[src/rtl/ntt_pkg.sv]
// Shared constants for the NTT address path: conf command codes, the
// done_flag codes the address FSM reports per pass, and default pass lengths.
package ntt_pkg;

    localparam int CNT_W = 10;

    localparam logic [3:0] CONF_IDLE         = 4'd0;
    localparam logic [3:0] CONF_R2_NTT       = 4'd1;
    localparam logic [3:0] CONF_R4_NTT       = 4'd2;
    localparam logic [3:0] CONF_DONE_R2_NTT  = 4'd3;
    localparam logic [3:0] CONF_DONE_R4_NTT  = 4'd4;
    localparam logic [3:0] CONF_R4_INTT      = 4'd5;
    localparam logic [3:0] CONF_R2_INTT      = 4'd6;
    localparam logic [3:0] CONF_DONE_R2_INTT = 4'd7;
    localparam logic [3:0] CONF_DONE_R4_INTT = 4'd8;

    localparam logic [2:0] DF_R2_NTT  = 3'b001;
    localparam logic [2:0] DF_R4_NTT  = 3'b010;
    localparam logic [2:0] DF_R2_INTT = 3'b100;
    localparam logic [2:0] DF_R4_INTT = 3'b011;

    localparam int unsigned DEF_R2_CYCLES = 128;
    localparam int unsigned DEF_R4_CYCLES = 512;
    localparam int unsigned DEF_DRAIN_R2  = 8;
    localparam int unsigned DEF_DRAIN_R4  = 14;

    typedef enum logic [2:0] {
        S_IDLE,
        S_P1,
        S_P1_DRAIN,
        S_P2,
        S_P2_DRAIN
    } seq_state_t;

    // Counter preload for a phase of 'len' cycles (counts len-1 down to 0).
    function automatic logic [CNT_W-1:0] lenToLoad(input int unsigned len);
        return CNT_W'(len - 32'd1);
    endfunction

endpackage

[src/rtl/phase_counter.sv]
// Loadable down-counter that times each sequencer phase; o_tc marks the
// last cycle of the phase.
module phase_counter
    import ntt_pkg::*;
(
    input  logic             i_clk,
    input  logic             i_rst_n,
    input  logic             i_load,
    input  logic [CNT_W-1:0] i_load_val,
    output logic             o_tc
);

    logic [CNT_W-1:0] r_count;

    // Load on a phase change, otherwise count down and rest at zero.
    always_ff @(posedge i_clk or negedge i_rst_n) begin
        if (!i_rst_n) begin
            r_count <= '0;
        end else if (i_load) begin
            r_count <= i_load_val;
        end else if (r_count != '0) begin
            r_count <= r_count - 1'b1;
        end
    end

    assign o_tc = (r_count == '0);

endmodule

[src/rtl/ntt_conf_sequencer.sv]
// Drives the address FSM's conf bus through the two-pass NTT/INTT schedule,
// holds DONE codes while the write pipeline drains, and checks done_flag at
// the end of each pass.
module ntt_conf_sequencer
    import ntt_pkg::*;
#(
    parameter int unsigned R2_CYCLES = DEF_R2_CYCLES,
    parameter int unsigned R4_CYCLES = DEF_R4_CYCLES,
    parameter int unsigned DRAIN_R2  = DEF_DRAIN_R2,
    parameter int unsigned DRAIN_R4  = DEF_DRAIN_R4
) (
    input  logic       i_clk,
    input  logic       i_rst_n,
    input  logic       i_start,
    input  logic       i_mode,
    input  logic [2:0] i_done_flag,
    output logic [3:0] o_conf,
    output logic       o_busy,
    output logic       o_done,
    output logic       o_err
);

    seq_state_t       r_state;
    logic             r_mode;
    logic             r_first;
    logic [3:0]       r_conf;
    logic             r_busy;
    logic             r_done;
    logic             r_err;

    seq_state_t       w_nextState;
    logic             w_accept;
    logic             w_nextMode;
    logic [3:0]       w_nextConf;
    logic [CNT_W-1:0] w_loadVal;
    logic             w_load;
    logic             w_tc;
    logic             w_checkCycle;
    logic [2:0]       w_expFlag;

    phase_counter u_phase_counter (
        .i_clk      (i_clk),
        .i_rst_n    (i_rst_n),
        .i_load     (w_load),
        .i_load_val (w_loadVal),
        .o_tc       (w_tc)
    );

    // Next-state selection plus the conf code and length of the phase being entered.
    always_comb begin
        w_accept    = (r_state == S_IDLE) && i_start;
        w_nextState = r_state;
        case (r_state)
            S_IDLE:     if (i_start) w_nextState = S_P1;
            S_P1:       if (w_tc)    w_nextState = S_P1_DRAIN;
            S_P1_DRAIN: if (w_tc)    w_nextState = S_P2;
            S_P2:       if (w_tc)    w_nextState = S_P2_DRAIN;
            S_P2_DRAIN: if (w_tc)    w_nextState = S_IDLE;
            default:                 w_nextState = S_IDLE;
        endcase

        w_nextMode = w_accept ? i_mode : r_mode;
        w_load     = (w_nextState != r_state);

        w_nextConf = CONF_IDLE;
        w_loadVal  = '0;
        case (w_nextState)
            S_P1: begin
                w_nextConf = w_nextMode ? CONF_R2_INTT : CONF_R4_NTT;
                w_loadVal  = w_nextMode ? lenToLoad(R2_CYCLES) : lenToLoad(R4_CYCLES);
            end
            S_P1_DRAIN: begin
                w_nextConf = w_nextMode ? CONF_DONE_R2_INTT : CONF_DONE_R4_NTT;
                w_loadVal  = w_nextMode ? lenToLoad(DRAIN_R2) : lenToLoad(DRAIN_R4);
            end
            S_P2: begin
                w_nextConf = w_nextMode ? CONF_R4_INTT : CONF_R2_NTT;
                w_loadVal  = w_nextMode ? lenToLoad(R4_CYCLES) : lenToLoad(R2_CYCLES);
            end
            S_P2_DRAIN: begin
                w_nextConf = w_nextMode ? CONF_DONE_R4_INTT : CONF_DONE_R2_NTT;
                w_loadVal  = w_nextMode ? lenToLoad(DRAIN_R4) : lenToLoad(DRAIN_R2);
            end
            default: begin
                w_nextConf = CONF_IDLE;
                w_loadVal  = '0;
            end
        endcase

        // The address FSM lags conf by one register, so its final compute
        // cycle lands in the first cycle of each drain phase.
        w_checkCycle = r_first && ((r_state == S_P1_DRAIN) || (r_state == S_P2_DRAIN));
        if (r_state == S_P1_DRAIN) begin
            w_expFlag = r_mode ? DF_R2_INTT : DF_R4_NTT;
        end else begin
            w_expFlag = r_mode ? DF_R4_INTT : DF_R2_NTT;
        end
    end

    // Sequencer state and registered host/address-FSM outputs.
    always_ff @(posedge i_clk or negedge i_rst_n) begin
        if (!i_rst_n) begin
            r_state <= S_IDLE;
            r_mode  <= 1'b0;
            r_first <= 1'b0;
            r_conf  <= CONF_IDLE;
            r_busy  <= 1'b0;
            r_done  <= 1'b0;
            r_err   <= 1'b0;
        end else begin
            r_state <= w_nextState;
            r_mode  <= w_nextMode;
            r_first <= w_load;
            r_conf  <= w_nextConf;
            r_busy  <= (w_nextState != S_IDLE);
            r_done  <= (r_state == S_P2_DRAIN) && (w_nextState == S_IDLE);
            if (w_accept) begin
                r_err <= 1'b0;
            end else if (w_checkCycle && (i_done_flag != w_expFlag)) begin
                r_err <= 1'b1;
            end
        end
    end

    assign o_conf = r_conf;
    assign o_busy = r_busy;
    assign o_done = r_done;
    assign o_err  = r_err;

endmodule
[config.mk]
export PLATFORM = sky130hd
export DESIGN_NAME = ntt_conf_sequencer
export DESIGN_NICKNAME = d
export VERILOG_FILES = /design/src/rtl/ntt_pkg.sv /design/src/rtl/phase_counter.sv /design/src/rtl/ntt_conf_sequencer.sv
export SDC_FILE = /design/constraint.sdc
export NUM_CORES = 1
export LEC_CHECK = 0
export CORE_UTILIZATION = 35
export CTS_CLUSTER_SIZE = 28
export DETAILED_ROUTE_END_ITERATION = 12
export SLEW_MARGIN = 25
export SYNTH_ARGS = -nofsm -noshare
export SYNTH_HDL_FRONTEND = slang
export SYNTH_SLANG_ARGS = --single-unit
[constraint.sdc]
create_clock -name i_clk -period 2.6 [get_ports i_clk]
set_clock_uncertainty 0.1 [all_clocks]
set_input_delay 0.52 -clock i_clk [delete_from_list [all_inputs] [get_ports i_clk]]
set_output_delay 0.52 -clock i_clk [all_outputs]
set_load 0.005 [all_outputs]
==> flow_summary.toml, run 1 <==
[status]
status = "complete, no violations"

[global_route]
grt_pass1_wl_mm = 5.44
globalRouteMet2Util_pct = 26.8
grt_use_total_pct = 17.0
overflow = 0
busiest_layer = "met2"
grt_pass1_vias = 1060
met1_usage_pct = 22.8
antenna_found_initial = 0
grt_max_degree = 23
met3_usage_pct = 2.43

[detailed_routing]
drt-initial-drc-count = 49
drcViolationCount = 0
ant_nets = 0
vias_per_cell = 5.55
finalWirelength_mm = 3.19
dr.pass1.iters = 4
routedWlPerCell_um = 15.3
num_vias = 1154

[synthesis]
synthDistinctLibCells = 49
syn-mean-instance-area_um2 = 9.76
ys_seq_elements = 22
synth.area.mux_share_pct = 2.39
synth_compound_area_share_pct = 19.9
synth_xor_area_share_pct = 6.81
syn-num-nets = 154
ys.flop_type = "dfrtp_1"
synthArstFlopShare_pct = 100
synth-seq-area-share_pct = 38.9
synth-edff-count = 0
synth_top_family_by_area = "simple AND/OR/NAND/NOR gates"
synth_cells = 145
synth_area_um2 = 1420
synth-adder-area-share_pct = 1.77
ys_warn_count = 0
synth_simple_gate_area_share_pct = 24.9

[critical_path]
cp_num_buf_inv = 1
crit_slowest_cell = "clkdlybuf4s50_1"
cpLargestDelayFamily = "buffers and inverters"
crit_path_max_fanout = 8
path_cells = "clkdlybuf4s50_1 -> nor4b_4 -> mux2i_2 -> a21oi_1 -> o32ai_2"
crit_arrival_ns = 2.35
cpPeakStageDelay_ns = 0.58
cp.required_ns = 2.69
crit_type = "primary input to flip-flop"
startpoint_type = "primary input"
worstSetupEndpointType = "flip-flop"
r2r_slack_ns = 0.35

[sta]
fin_crit_sh_pct = 87.0
rsz0062_at_grt = "no"
hold_viol_final = 0
setup_violations = 0
fmax_mhz = 442
relSlewSlack_pct = 58.5
worst_slew_pin_slew_ns = 0.617
tns_ns = 0
period_needed_ns = 2.26
hold_ws_ns = 0.432
maxSlewViolCount = 0

[clock_tree]
clk_latency_ns = 0.27
clkTransAtPathRegs_ns = 0.08
cts_buffer_depth = 2
cts_tree = "done"
root_buffer = "clkbuf_8"
cts_sinks = 22
htree_num_levels = 1
numCtsBuffers = 3
postCtsSetupBuffers = 0
cts_hold_buffers = 0
cts_resized = 0

[floorplanning]
die_h_um = 65.6
fp-row-count = 22
die_width_um = 65.6
ios = 14
die-area_um2 = 4300
start_util_pct = 37.5
coreArea_um2 = 3770

[worst_hold_path]
hp-class = "flip-flop to flip-flop"

[power]
ir_drop_uv = 160
power.density_nw_per_um2 = 661
p_total_mw = 1.09
p_leak_nw = 0.669

[layout]
diodes = 0
fin_nets = 170
drive_gt1_share_pct = 11.9
area_delta_synth_final_pct = 16.8

[job]
cap_violations = 0

[placed_design]
portBuffers = 13
post-dp-hpwl_mm = 2.32
place.gp.congestion = 0.873
## layout make-up
| class | count | area, um2 |
|---|---|---|
| fillers | 347 | 2120 |
| multi-input cells | 107 | 790 |
| flip-flops and latches | 22 | 551 |
| repair buffers | 17 | 160 |
| well taps | 48 | 60.1 |
| clock buffers | 4 | 55.1 |
| inverters | 10 | 37.5 |
## metal layers
layer	part of all wire (%)	wire [um]	up-vias
met5	0	0	-
met2	47	1490	30
met4	1.9	61	0
li1	-	-	561
met3	4.8	153	5
met1	46	1480	558
## synth_stat cells, types with 5 or more instances
cell     count  area share (%)
nand2_1      7             1.9
a21oi_1     10             3.5
o22ai_1      7             3.1
inv_1        9             2.4
nor3_1       5             1.8
xnor2_1      6             3.7
dfrtp_1     22              39
xor2_1       5             3.1
o21ai_1      5             1.8
nor2_1      10             2.7
## cell usage in the layout, fill, tap and decap left out, drive strengths merged, types with 3 or more instances in the layout
cell type and count:
a21oi 10, a31oi 3, and2 3, buf 4, clkbuf 4, clkdlybuf4s50 13
dfrtp 22, inv 9, mux2i 3, nand2 7, nand3 4, nor2 10
nor2b 3, nor3 7, nor4 3, o211ai 3, o21ai 6, o22ai 7
xnor2 6, xor2 5
## flip-flops by register name, summed over array words and instances (netlist names)
signal                   cells
o_err                        1
o_busy                       1
r_state                      3
r_mode                       1
o_done                       1
o_conf                       4
u_phase_counter.r_count     10
r_first                      1
## tightest hold or removal path, delay by kind of cell, from the launching register on
kind | cells | cell delay [ns]
compound gates | 1 | 0.05
flops | 1 | 0.39
buf+inv | 1 | 0.06
## final timing paths
check | from | to | depth (start not counted)
max in group asynchronous | i_rst_n | u_phase_counter.r_count[0] | 2
worst max register to register | u_phase_counter.r_count[0] | o_conf[1] | 6
worst min register to register | o_err | o_err | 2
min in group asynchronous | i_rst_n | r_state[2] | 2
worst min-delay path | o_err | o_err | 2
worst max-delay path | i_start | o_conf[1] | 5
## per-stage QoR
stage	cell area, um2	utilization [%]	std cells	worst slack [ns]
3_5_place_dp	1600	42.4	204	0.101
6_report	1650	43.8	208	0.338
4_1_cts	1650	43.8	208	0.357
5_1_grt	1650	43.8	208	0.209
3_3_place_gp	1600	42.4	204	0.184
2_1_floorplan	1420	-	145	0.615
## power breakdown
part / switching [mW] / internal, mW / leakage (nW)
registers: 0.0854 / 0.411 / 0.264
logic: 0.183 / 0.158 / 0.376
clock network: 0.120 / 0.136 / 0.0288
## cell families (layout without fill, tap and decap cells)
kind of cell | after synthesis | count (layout)
xor gates and xnor gates | 11 | 11
buffers and inverters | 16 | 31
DFF | 22 | 22
AOI/OAI and AO/OA | 39 | 39
and+or+nand+nor | 52 | 52
muxes | 3 | 3
adders and majority gates | 2 | 2
(Power assumes the default switching activity.)
==> inputs of run 2 (changes only) <==
CORE_ASPECT_RATIO = 0.7   (was default)
==> flow_summary.toml, run 2 (synthesized netlist as in run 1, its figures left out) <==
[status]
status = "complete, no violations"

[placed_design]
dpl.cell_count = 208
place.gp.congestion = 0.892
placed_area_um2 = 1620
pre_cts_slack_ns = 0.246
portBuffers = 13
post-dp-hpwl_mm = 2.53

[layout]
diodes = 0
finalInstanceArea_um2 = 1660
area_delta_synth_final_pct = 17.1
drive_gt1_share_pct = 12.4
fillCellCount = 362
fin_nets = 172
layout_commonest_cell = "dfrtp_1"
largest_register_ffs = 10
top_register = "u_phase_counter.r_count"
final_cells = 211
final_cell_mix = "22 x dfrtp_1, 13 x clkdlybuf4s50_1, 10 x nor2_1, 10 x a21oi_1, 9 x inv_1"
post-route-util_pct = 44.9

[global_route]
antenna_found_initial = 0
overflow = 0
grt_pass1_vias = 1069
grt_pass1_wl_mm = 5.63
grt_max_degree = 23
grt_use_total_pct = 16.9

[detailed_routing]
routedWlPerCell_um = 16.2
dr.pass1.iters = 5
vias_per_cell = 5.58
ant_nets = 0
drcViolationCount = 0
finalWirelength_mm = 3.41
num_vias = 1177
drt-initial-drc-count = 96

[critical_path]
rr_startpoint = "u_phase_counter.r_count[0]"
cpPeakStageDelay_ns = 0.51
cp_num_buf_inv = 1
worst-path-stages = 6
crit_slowest_cell = "or3b_1"
crit_type = "flip-flop to flip-flop"
r2r_slack_ns = 0.35
r2r_cells = 6
cpLargestDelayFamily = "simple AND/OR/NAND/NOR gates"
crit_path_max_fanout = 11
crit_start = "u_phase_counter.r_count[0]"
path_cells = "inv_1 -> ha_1 -> or3b_1 -> nor3_4 -> and3_1 -> o32ai_2"
r2r_end = "o_conf[1]"
cp.required_ns = 2.62
crit_arrival_ns = 2.27
worstSetupEndpointType = "flip-flop"
startpoint_type = "flip-flop"

[sta]
fin_ws_ns = 0.347
hold_viol_final = 0
fmax_mhz = 444
worst_slew_pin_slew_ns = 0.611
rsz0062_at_grt = "no"
maxSlewViolCount = 0
tns_ns = 0
relSlewSlack_pct = 58.9
fin_crit_sh_pct = 86.6
period_needed_ns = 2.25
hold_ws_ns = 0.425
setup_violations = 0

[power]
p_total_mw = 1.04
p_leak_nw = 0.672
ir_drop_uv = 282
power.density_nw_per_um2 = 628

[floorplanning]
ios = 14
die-area_um2 = 4310
die_width_um = 78
coreArea_um2 = 3690
die_h_um = 55.2
start_util_pct = 38.3
fp-row-count = 18

[clock_tree]
clk_latency_ns = 0.26
numCtsBuffers = 3
cts_buffer_depth = 2
cts_hold_buffers = 0
cts_sinks = 22
cts_tree = "done"
root_buffer = "clkbuf_8"
htree_num_levels = 1
cts_resized = 0
clkTransAtPathRegs_ns = 0.08
postCtsSetupBuffers = 0

[job]
cap_violations = 0

[worst_hold_path]
hold_path_end = "o_err"
whs_path_depth = 2
hp-class = "flip-flop to flip-flop"
min-delay-start = "o_err"
-- run 2: cell types whose count changed in the layout (fill, tap and decap cells not counted) --
| cell | change |
|---|---|
| buf_4 | +2 |
| clkbuf_8 | -1 |
-- run 2: worst max-delay path by stage --
stage                           end  slack [ns]
after global placement    o_conf[1]        0.32
after CTS                 o_conf[1]        0.35
after global routing      o_conf[1]        0.21
final                     o_conf[1]        0.35
after detailed placement  o_conf[1]        0.25
after floorplan           o_conf[2]        0.61
-- run 2: final cells by class --
cell class / instances / area (um2) / area share (%)
Multi-Input combinational cell: 107 / 790 / 47.7
Sequential cell: 22 / 551 / 33.2
Timing Repair Buffer: 19 / 175 / 10.6
Tap cell: 50 / 62.6 / 3.78
Clock buffer: 3 / 41.3 / 2.49
Inverter: 10 / 37.5 / 2.27
-- run 2: routing by layer --
metal / up-vias / global-route usage, % / wire length, um
met1: 571 / 28.1 / 1800
met4: 0 / 2.38 / 17
met2: 39 / 21.9 / 1410
met5: - / 0 / 0
li1: 565 / - / -
met3: 2 / 3.97 / 182
-- run 2: where the power goes --
group | total (mW) | internal (mW) | switching, mW
registers | 0.498 | 0.411 | 0.0871
logic | 0.334 | 0.158 | 0.176
clock network | 0.209 | 0.103 | 0.106
total | 1.04 | 0.672 | 0.369
-- run 2: worst register-to-register path: stages (launching register included) --
cell	delay [ns]
dfrtp_1	0.43
inv_1	0.07
ha_1	0.19
or3b_1	0.51
nor3_4	0.49
and3_1	0.25
o32ai_2	0.08
==> inputs of run 3 (changes only) <==
ABC_AREA = 1   (was default)
ABC_CLOCK_PERIOD_IN_PS = 2600   (was default)
HOLD_SLACK_MARGIN = 0.02   (was default)
==> flow_summary.toml, run 3 <==
[layout]
diodes = 0
largest_register_ffs = 10
top_register = "u_phase_counter.r_count"
final_cells = 203
fin_nets = 166
multi_input_area_um2 = 629
fillCellCount = 313
final_cell_mix = "26 x nand2_1, 22 x dfrtp_1, 13 x clkdlybuf4s50_1"
layout_commonest_cell = "nand2_1"
drive_gt1_share_pct = 19.9
register_area_um2 = 551
area_delta_synth_final_pct = 20.9

[sta]
worst_slew_pin_slew_ns = 0.469
maxSlewViolCount = 0
hold_viol_final = 0
fin_crit_sh_pct = 81.1
tns_ns = 0
hold_ws_ns = 0.410
rsz0062_at_grt = "no"
period_needed_ns = 2.11
fmax_mhz = 474
relSlewSlack_pct = 68.5
setup_violations = 0
fin_ws_ns = 0.491

[detailed_routing]
num_vias = 966
drcViolationCount = 0
vias_per_cell = 4.76
dr.pass1.iters = 4
ant_nets = 0
finalWirelength_mm = 2.68
routedWlPerCell_um = 13.2
drt-initial-drc-count = 64

[clock_tree]
clkTransAtPathRegs_ns = 0.08
numCtsBuffers = 3
postCtsSetupBuffers = 0
root_buffer = "clkbuf_8"
cts_hold_buffers = 0
cts_buffer_depth = 2
htree_num_levels = 1
cts_resized = 0
clk_latency_ns = 0.26
cts_sinks = 22
cts_tree = "done"

[power]
power.density_nw_per_um2 = 448
intPower_mw = 0.558
combPwrFrac_pct = 2.8
p_sw_mw = 0.122
p_leak_nw = 0.729
pwr-share-clk_pct = 46.9
p_seq_share_pct = 50.3
power.share.switching_pct = 18.0
ir_drop_uv = 259

[critical_path]
cp_num_buf_inv = 3
crit_arrival_ns = 2.19
cpMostUsedCell = "nand2_4"
crit_path_max_fanout = 8
crit_type = "flip-flop to flip-flop"
path_cells = "inv_1 -> ha_1 -> nand2_4 -> nor2_8 -> nand2_4 -> nand2_2 -> nand3_2 -> nand2_4 -> nand2_4 -> nand2_8 -> inv_6 -> nand2_4 -> inv_4 -> a21oi_1"
startpoint_type = "flip-flop"
crit_slowest_cell = "dfrtp_1"
cp.required_ns = 2.68
cpPeakStageDelay_ns = 0.37
worstSetupEndpointType = "flip-flop"
cpLargestDelayFamily = "simple AND/OR/NAND/NOR gates"

[synthesis]
synth-seq-area-share_pct = 43.8
synth_cells = 139
synth_top_area_share_pct = 43.8
synthArstFlopShare_pct = 100
yosysTopAreaCell = "dfrtp_1"
ys_seq_elements = 22
yosys-top-cells-area = "dfrtp_1 44%, nand2_1 7.8%, nand2_4 4.5%, xnor2_1 4.2%, nor2_1 3.3%"
synth.most_common_cell = "nand2_1"
syn-num-nets = 148
synth_commonest_cells = "26 x nand2_1, 22 x dfrtp_1, 11 x nor2_1"
ys.flop_type = "dfrtp_1"
ys_warn_count = 0
syn-mean-instance-area_um2 = 9.04
synth_area_um2 = 1260
synth-edff-count = 0
synthDistinctLibCells = 31

[floorplanning]
ios = 14
die_width_um = 73.6
start_util_pct = 38.3
die-area_um2 = 3840
fp-row-count = 17
coreArea_um2 = 3280
die_h_um = 52.1

[placed_design]
pre_cts_slack_ns = 0.489
dpl.cell_count = 199
place.gp.congestion = 0.822
post-dp-hpwl_mm = 2.06
portBuffers = 13

[global_route]
overflow = 0
antenna_found_initial = 0
grt_pass1_wl_mm = 4.69
grt_pass1_vias = 977
grt_max_degree = 23
grt_use_total_pct = 16.7

[status]
status = "complete, no violations"

[worst_hold_path]
hp-class = "flip-flop to flip-flop"

[job]
cap_violations = 0
-- run 3: area by class of cell --
| type | count | area share, % |
|---|---|---|
| Multi-Input combinational cell | 99 | 41.4 |
| Sequential cell | 22 | 36.2 |
| Timing Repair Buffer | 14 | 9.06 |
| Inverter | 17 | 4.70 |
| Tap cell | 47 | 3.87 |
| Clock buffer | 3 | 2.72 |
| Clock inverter | 1 | 1.98 |
-- run 3: power groups by stage --
stage | Sequential (mW) | Combinational (mW) | Clock [mW]
floorplan | 0.349 | 0.00225 | 0
global placement | 0.349 | 0.0196 | 0
detailed placement | 0.349 | 0.0200 | 0
CTS | 0.342 | 0.0199 | 0.328
global route | 0.342 | 0.0216 | 0.346
finish | 0.342 | 0.0191 | 0.319
-- run 3: tightest hold or removal path: stages, from the launching register on --
cell,delay (ns)
dfrtp_1,0.36
a31oi_1,0.04
nor2_1,0.07
-- run 3: logic make-up after synthesis --
family | synth area share [%]
buffers and inverters | 6.08
xor gates and xnor gates | 6.97
AOI/OAI and AO/OA | 11.2
and+or+nand+nor | 30.0
adders and majority gates | 1.99
DFF | 43.8
-- run 3: final timing paths --
path	start	endpoint	slack, ns	cells after the start
min reg2reg	o_err	o_err	0.41	2
min	o_err	o_err	0.41	2
max in group asynchronous	i_rst_n	u_phase_counter.r_count[7]	1.67	2
max reg2reg	u_phase_counter.r_count[0]	u_phase_counter.r_count[8]	0.49	14
max	u_phase_counter.r_count[0]	u_phase_counter.r_count[8]	0.49	14
min in group asynchronous	i_rst_n	o_conf[2]	0.50	2
-- run 3: stage by stage --
stage,utilization [%],instance area (um2),total power [mW]
floorplan,-,1260,0.351
global placement,44.2,1450,0.368
detailed placement,44.2,1450,0.369
CTS,46.4,1520,0.689
global route,46.4,1520,0.710
finish,46.4,1520,0.680
-- run 3: per-layer routing --
metal / global-route usage, % / part of all wire, % / vias up
li1: - / - / 495
met1: 24.8 / 55 / 444
met2: 24.0 / 40 / 25
met3: 4.07 / 4.7 / 2
met4: 3.85 / 0.52 / 0
met5: 0 / 0 / -
